`config.mk`:
```
export PLATFORM = sky130hd
export DESIGN_NAME = ras_ckpt_stack
export DESIGN_NICKNAME = d
export VERILOG_FILES = /design/src/rtl/ras_ckpt_stack.sv
export SDC_FILE = /design/constraint.sdc
export NUM_CORES = 1
export LEC_CHECK = 0
export CORE_ASPECT_RATIO = 2
export CORE_UTILIZATION = 40
export CTS_CLUSTER_DIAMETER = 120
export CTS_CLUSTER_SIZE = 25
export DETAILED_ROUTE_END_ITERATION = 8
export DONT_BUFFER_PORTS = 1
export GPL_ROUTABILITY_DRIVEN = 0
export SKIP_LAST_GASP = 1
export SYNTH_ARGS = -nofsm -noshare
export SYNTH_HDL_FRONTEND = slang
export SYNTH_SLANG_ARGS = --single-unit
```
`constraint.sdc`:
```
create_clock -name clk -period 2.5 [get_ports clk]
set_input_delay 0.375 -clock clk [delete_from_list [all_inputs] [get_ports clk]]
set_output_delay 0.375 -clock clk [all_outputs]
set_load 0.005 [all_outputs]
```
`src/rtl/ras_ckpt_stack.sv`:
```
// Return-address stack: speculative copy + committed checkpoint, one-cycle flush restore, 1-cycle update latency, no backpressure.
// Optional recursion-counter compression of repeated pushes when RAS_RECUR_CNT_EN is defined.

module ras_ckpt_stack_nxt #(
    parameter int ADDR_W = 32,
    parameter int DEPTH  = 8,
    parameter int PTR_W  = 3,
    parameter int CNT_OW = 4
`ifdef RAS_RECUR_CNT_EN
    ,
    parameter int CNT_W  = 2
`endif
) (
    input  logic                           push_i,
    input  logic                           pop_i,
    input  logic [ADDR_W-1:0]              addr_i,
    input  logic [DEPTH-1:0][ADDR_W-1:0]   ent_i,
    input  logic [PTR_W-1:0]               top_i,
    input  logic [CNT_OW-1:0]              cnt_i,
    output logic [DEPTH-1:0][ADDR_W-1:0]   ent_o,
    output logic [PTR_W-1:0]               top_o,
    output logic [CNT_OW-1:0]              cnt_o
`ifdef RAS_RECUR_CNT_EN
    ,
    input  logic [DEPTH-1:0][CNT_W-1:0]    ctr_i,
    output logic [DEPTH-1:0][CNT_W-1:0]    ctr_o
`endif
);

    logic [PTR_W-1:0] top_inc;
    logic [PTR_W-1:0] top_dec;
    logic             empty;
    logic             full;
    logic             do_push;
    logic             do_pop;

    assign top_inc = top_i + 1'b1;
    assign top_dec = top_i - 1'b1;
    assign empty   = (cnt_i == '0);
    assign full    = (cnt_i == CNT_OW'(DEPTH));

    always_comb begin
        ent_o   = ent_i;
        top_o   = top_i;
        cnt_o   = cnt_i;
`ifdef RAS_RECUR_CNT_EN
        ctr_o   = ctr_i;
`endif
        do_push = 1'b0;
        do_pop  = 1'b0;

        // Push+pop replaces the top in place; on an empty stack it degrades to a plain push.
        if (push_i && pop_i && !empty) begin
            ent_o[top_i] = addr_i;
`ifdef RAS_RECUR_CNT_EN
            ctr_o[top_i] = '0;
`endif
        end else if (push_i) begin
`ifdef RAS_RECUR_CNT_EN
            if (!empty && (ent_i[top_i] == addr_i) && (ctr_i[top_i] != '1)) begin
                ctr_o[top_i] = ctr_i[top_i] + 1'b1;
            end else begin
                do_push = 1'b1;
            end
`else
            do_push = 1'b1;
`endif
        end else if (pop_i && !empty) begin
`ifdef RAS_RECUR_CNT_EN
            if (ctr_i[top_i] != '0) begin
                ctr_o[top_i] = ctr_i[top_i] - 1'b1;
            end else begin
                do_pop = 1'b1;
            end
`else
            do_pop = 1'b1;
`endif
        end

        // When full the pointer wraps onto the oldest entry and overwrites it.
        if (do_push) begin
            top_o          = top_inc;
            ent_o[top_inc] = addr_i;
`ifdef RAS_RECUR_CNT_EN
            ctr_o[top_inc] = '0;
`endif
            if (!full) begin
                cnt_o = cnt_i + 1'b1;
            end
        end

        if (do_pop) begin
            top_o = top_dec;
            cnt_o = cnt_i - 1'b1;
        end
    end

endmodule

module ras_ckpt_stack #(
    parameter int ADDR_W      = 32,
    parameter int DEPTH       = 8,
    parameter int LINK_OFFSET = 8
`ifdef RAS_RECUR_CNT_EN
    ,
    parameter int CNT_W       = 2
`endif
) (
    input  logic                         clk,
    input  logic                         rst,
    input  logic                         flush_i,
    input  logic                         spec_push_i,
    input  logic                         spec_pop_i,
    input  logic [ADDR_W-1:0]            spec_push_addr_i,
    output logic [ADDR_W-1:0]            spec_top_o,
    output logic                         spec_valid_o,
    output logic [$clog2(DEPTH+1)-1:0]   spec_count_o,
    input  logic                         cmt_link_i,
    input  logic                         cmt_ret_i,
    input  logic [ADDR_W-1:0]            cmt_pc_i
);

    localparam int PTR_W  = $clog2(DEPTH);
    localparam int CNT_OW = $clog2(DEPTH + 1);

    logic [DEPTH-1:0][ADDR_W-1:0] spec_ent_q, spec_ent_d;
    logic [PTR_W-1:0]             spec_top_q, spec_top_d;
    logic [CNT_OW-1:0]            spec_cnt_q, spec_cnt_d;
    logic [DEPTH-1:0][ADDR_W-1:0] cmt_ent_q, cmt_ent_d;
    logic [PTR_W-1:0]             cmt_top_q, cmt_top_d;
    logic [CNT_OW-1:0]            cmt_cnt_q, cmt_cnt_d;
    logic [ADDR_W-1:0]            cmt_addr;
`ifdef RAS_RECUR_CNT_EN
    logic [DEPTH-1:0][CNT_W-1:0]  spec_ctr_q, spec_ctr_d;
    logic [DEPTH-1:0][CNT_W-1:0]  cmt_ctr_q, cmt_ctr_d;
`endif

    assign cmt_addr = cmt_pc_i + ADDR_W'(LINK_OFFSET);

    ras_ckpt_stack_nxt #(
        .ADDR_W (ADDR_W),
        .DEPTH  (DEPTH),
        .PTR_W  (PTR_W),
        .CNT_OW (CNT_OW)
`ifdef RAS_RECUR_CNT_EN
        ,
        .CNT_W  (CNT_W)
`endif
    ) u_spec_nxt (
        .push_i (spec_push_i),
        .pop_i  (spec_pop_i),
        .addr_i (spec_push_addr_i),
        .ent_i  (spec_ent_q),
        .top_i  (spec_top_q),
        .cnt_i  (spec_cnt_q),
        .ent_o  (spec_ent_d),
        .top_o  (spec_top_d),
        .cnt_o  (spec_cnt_d)
`ifdef RAS_RECUR_CNT_EN
        ,
        .ctr_i  (spec_ctr_q),
        .ctr_o  (spec_ctr_d)
`endif
    );

    ras_ckpt_stack_nxt #(
        .ADDR_W (ADDR_W),
        .DEPTH  (DEPTH),
        .PTR_W  (PTR_W),
        .CNT_OW (CNT_OW)
`ifdef RAS_RECUR_CNT_EN
        ,
        .CNT_W  (CNT_W)
`endif
    ) u_cmt_nxt (
        .push_i (cmt_link_i),
        .pop_i  (cmt_ret_i),
        .addr_i (cmt_addr),
        .ent_i  (cmt_ent_q),
        .top_i  (cmt_top_q),
        .cnt_i  (cmt_cnt_q),
        .ent_o  (cmt_ent_d),
        .top_o  (cmt_top_d),
        .cnt_o  (cmt_cnt_d)
`ifdef RAS_RECUR_CNT_EN
        ,
        .ctr_i  (cmt_ctr_q),
        .ctr_o  (cmt_ctr_d)
`endif
    );

    // Flush takes the committed next state so a same-cycle link/return is already reflected.
    always_ff @(posedge clk) begin
        if (rst) begin
            spec_ent_q <= '0;
            spec_top_q <= PTR_W'(DEPTH - 1);
            spec_cnt_q <= '0;
            cmt_ent_q  <= '0;
            cmt_top_q  <= PTR_W'(DEPTH - 1);
            cmt_cnt_q  <= '0;
`ifdef RAS_RECUR_CNT_EN
            spec_ctr_q <= '0;
            cmt_ctr_q  <= '0;
`endif
        end else begin
            cmt_ent_q <= cmt_ent_d;
            cmt_top_q <= cmt_top_d;
            cmt_cnt_q <= cmt_cnt_d;
`ifdef RAS_RECUR_CNT_EN
            cmt_ctr_q <= cmt_ctr_d;
`endif
            if (flush_i) begin
                spec_ent_q <= cmt_ent_d;
                spec_top_q <= cmt_top_d;
                spec_cnt_q <= cmt_cnt_d;
`ifdef RAS_RECUR_CNT_EN
                spec_ctr_q <= cmt_ctr_d;
`endif
            end else begin
                spec_ent_q <= spec_ent_d;
                spec_top_q <= spec_top_d;
                spec_cnt_q <= spec_cnt_d;
`ifdef RAS_RECUR_CNT_EN
                spec_ctr_q <= spec_ctr_d;
`endif
            end
        end
    end

    assign spec_top_o   = spec_ent_q[spec_top_q];
    assign spec_valid_o = (spec_cnt_q != '0);
    assign spec_count_o = spec_cnt_q;

endmodule

```
==> impl_metrics.ini <==
[drt]
vias = 20990
drt_first_pass_iters = 6
vias_per_cell = 6.466
drtAntennaViolNets = 0
drt-total-wl_um = 90550
wl_per_cell_um = 27.90
drc_errors = 0
drtIter0Drc = 2131

[yosys]
yosys.area.top_type = dfxtp_1
async_reset_ff_share_pct = 0
netlist_top_cells_area = dfxtp_1 (45%), mux2i_1 (14%), nor3_1 (5.0%)
synth-seq-cells = 526
yosysMostFrequentCell = dfxtp_1
syn-cell-area_mm2 = 0.02328
yosysTopAreaCellShare_pct = 45.24
syn-num-nets = 2545
synth_commonest_cells = dfxtp_1 (526), mux2i_1 (321), nor2_1 (293)
synth_flop_cell = dfxtp_1
synth.distinct_cells = 70
avgSynthCellArea_um2 = 9.439
synth-edff-count = 0
yosysWarningCount = 0
synth_cells = 2466
seq_area_frac_synth_pct = 45.24

[min_path]
min_path_type = in2reg

[clock_network]
cts_sinks = 526
cts_root_buf = clkbuf_16
insertion_delay_ns = 0.59
cts_buffer_depth = 3
path_clk_slew_ns = 0.11
cts_tree = yes
h-tree-depth = 1
cts_made_buffers = 25

[timing]
finalCritPeriodShare_pct = 101.0
max_slew_margin_pct = 54.21
worst_pin_slew_ns = 0.6820
max_freq_mhz = 395.9
holdWs_ns = -0.09266
setup_viol_count_final = 6
setup_tns_ns = -0.09755
slew_viol_final = 0
rsz0062_at_grt = yes
layout_min_cycle_time_ns = 2.526
skew_ns = 0.03025
fin_ws_ns = -0.02586
hold_viol_final = 6

[die]
die_h_um = 343.2
rows = 124
coreArea_mm2 = 0.05725
die_area_mm2 = 0.05922
start_util_pct = 40.66
die_w_um = 172.6
pin_count = 108

[pwr]
power.density_mw_per_mm2 = 860.8
p_leak_nw = 10.20
irDropWorstVdd_uv = 436.4

[global_route]
grt_pass1_wl_um = 130600
grt_overflow = 0
grt_pass1_vias = 21090
busiest_layer = met2
grt_util_met1_pct = 30.53
grtUsageMet2_pct = 50.87
grt_max_degree = 311
antenna_found_initial = 5
grt.total_usage_pct = 28.91
grt_use_met3_pct = 4.532

[layout]
num-fill-cells = 5378
final_area_mm2 = 0.02670
multi_input_area_mm2 = 0.01184
synthToLayoutAreaGrowth_pct = 14.68
layout-drive-gt1-share_pct = 13.00
regArea_mm2 = 0.01054
num-nets-final = 2562

[flow_run]
drv_cap = 0

[critical_path]
crit_fanout = 13
critPathArrivalTime_ns = 2.15
critPathBufInv = 3
slowest_delay_ns = 0.36
path_cells = buf_6, nor3b_4, buf_12, buf_4, a22oi_1, nand4_1
start_kind = flip-flop
critPathCaptureType = primary output
critical_path.top_delay_family = buffers and inverters
cp.required_ns = 2.12
cpMaxStageDelayCell = dfxtp_4
crit_type = reg2out

[place]
port_buffers = 0
post_dp_cell_area_mm2 = 0.02502
dp_hpwl_um = 56010

[run_status]
status = complete, but fails checks
violations = hold timing, setup timing
worst register-to-register path, stage by stage (launching register included):
cell and delay [ns]:
dfxtp_1 0.33, inv_1 0.08, ha_1 0.19, or3b_4 0.43, a2111o_1 0.52, nand2_4 0.15
buf_12 0.18, nand2_1 0.24, o221ai_1 0.27
per-stage QoR:
step           hold slack [ns]  power, mW  worst slack (ns)  cells  utilization (%)
2_1_floorplan           0.4470      15.17            0.1470   2466                -
3_3_place_gp            0.4602      17.56           0.03435   3143            43.70
3_5_place_dp            0.4725      17.78         -0.004875   3143            43.70
4_1_cts                -0.1141      22.59          -0.05047   3221            45.90
5_1_grt                -0.1481      23.88          -0.05189   3246            46.63
6_report              -0.09266      22.98          -0.02586   3246            46.63
metal layers:
layer,vias to the layer above,routed length (µm)
met2,1058,44370
met1,10280,31390
met3,379,6195
met4,0,8598
li1,9269,-
met5,-,0
power by group:
group | internal, mW | total (mW) | leakage (nW) | switching, mW
logic | 3.18 | 7.97 | 5.60 | 4.80
registers | 9.75 | 10.4 | 4.27 | 0.660
clock network | 1.83 | 4.59 | 0.325 | 2.76
kinds of logic after synthesis:
kind of cell | Yosys count | share of synthesized area, %
AOI/OAI and AO/OA | 525 | 17.12
adders and majority gates | 8 | 0.4300
xor gates and xnor gates | 25 | 0.9407
muxes | 334 | 14.43
buffers and inverters | 267 | 5.171
DFF | 526 | 45.24
and+or+nand+nor | 781 | 16.67
layout by cell type (no fill, tap or decap), types with 6 or more instances in the layout:
cell type,count
buf_12,46
o22ai_1,91
buf_4,133
dfxtp_1,522
clkbuf_16,29
nand4_1,51
mux2i_1,320
dlygate4sd3_1,42
a22oi_2,11
nor3_1,223
nor2_1,293
ha_1,8
xnor2_1,17
o32ai_1,110
xor2_1,8
a211oi_1,81
diode_2,6
o221ai_1,11
o211ai_1,7
buf_6,7
and4_1,7
and2_1,14
and3_1,35
o31ai_1,11
mux2_2,13
nand2_1,40
nor4_2,6
nand2b_1,7
nor3_2,17
nand2_2,8
inv_1,17
nand3_1,33
a22oi_1,117
a21oi_1,23
o31a_1,8
o21ai_0,8
worst paths after layout:
check,slack [ns],to,from,depth (start not counted)
setup / recovery,-0.03,spec_top_o[30],spec_top_q[1]$_SDFFE_PP1P_,6
hold / removal,-0.09,cmt_ent_q[121]$_SDFF_PP0_,rst,1
setup reg to reg,0.03,spec_ent_q[157]$_SDFF_PP0_,cmt_cnt_q[0]$_SDFF_PP0_,8
hold reg to reg,0.49,cmt_ent_q[137]$_SDFF_PP0_,cmt_ent_q[137]$_SDFF_PP0_,2
area by class of cell:
cell class                 instances  area share [%]
inverter                          17          0.2390
clock inverter                     2          0.1453
tap                              756           3.543
clock buffer                      26           2.358
antenna                            6         0.05624
sequential                       526           39.48
timing repair buffer             237           9.838
multi-input combinational       1676           44.34
repair_timing:
item                                   4_1_cts  5_1_grt
pin swaps                                   11       23
setup endpoints to repair                   34      258
resized for setup                           15       40
gates cloned                                 2       10
hold buffers                                41        2
setup buffers                                7        7
endpoints found under the hold margin      489      123
registers in the layout, summed over array words and instances, names as in the netlist:
name          flops
cmt_ent_q       256
spec_ent_q      256
cmt_cnt_q         4
spec_count_o      4
cmt_top_q         3
spec_top_q        3
(Power assumes the default switching activity.)
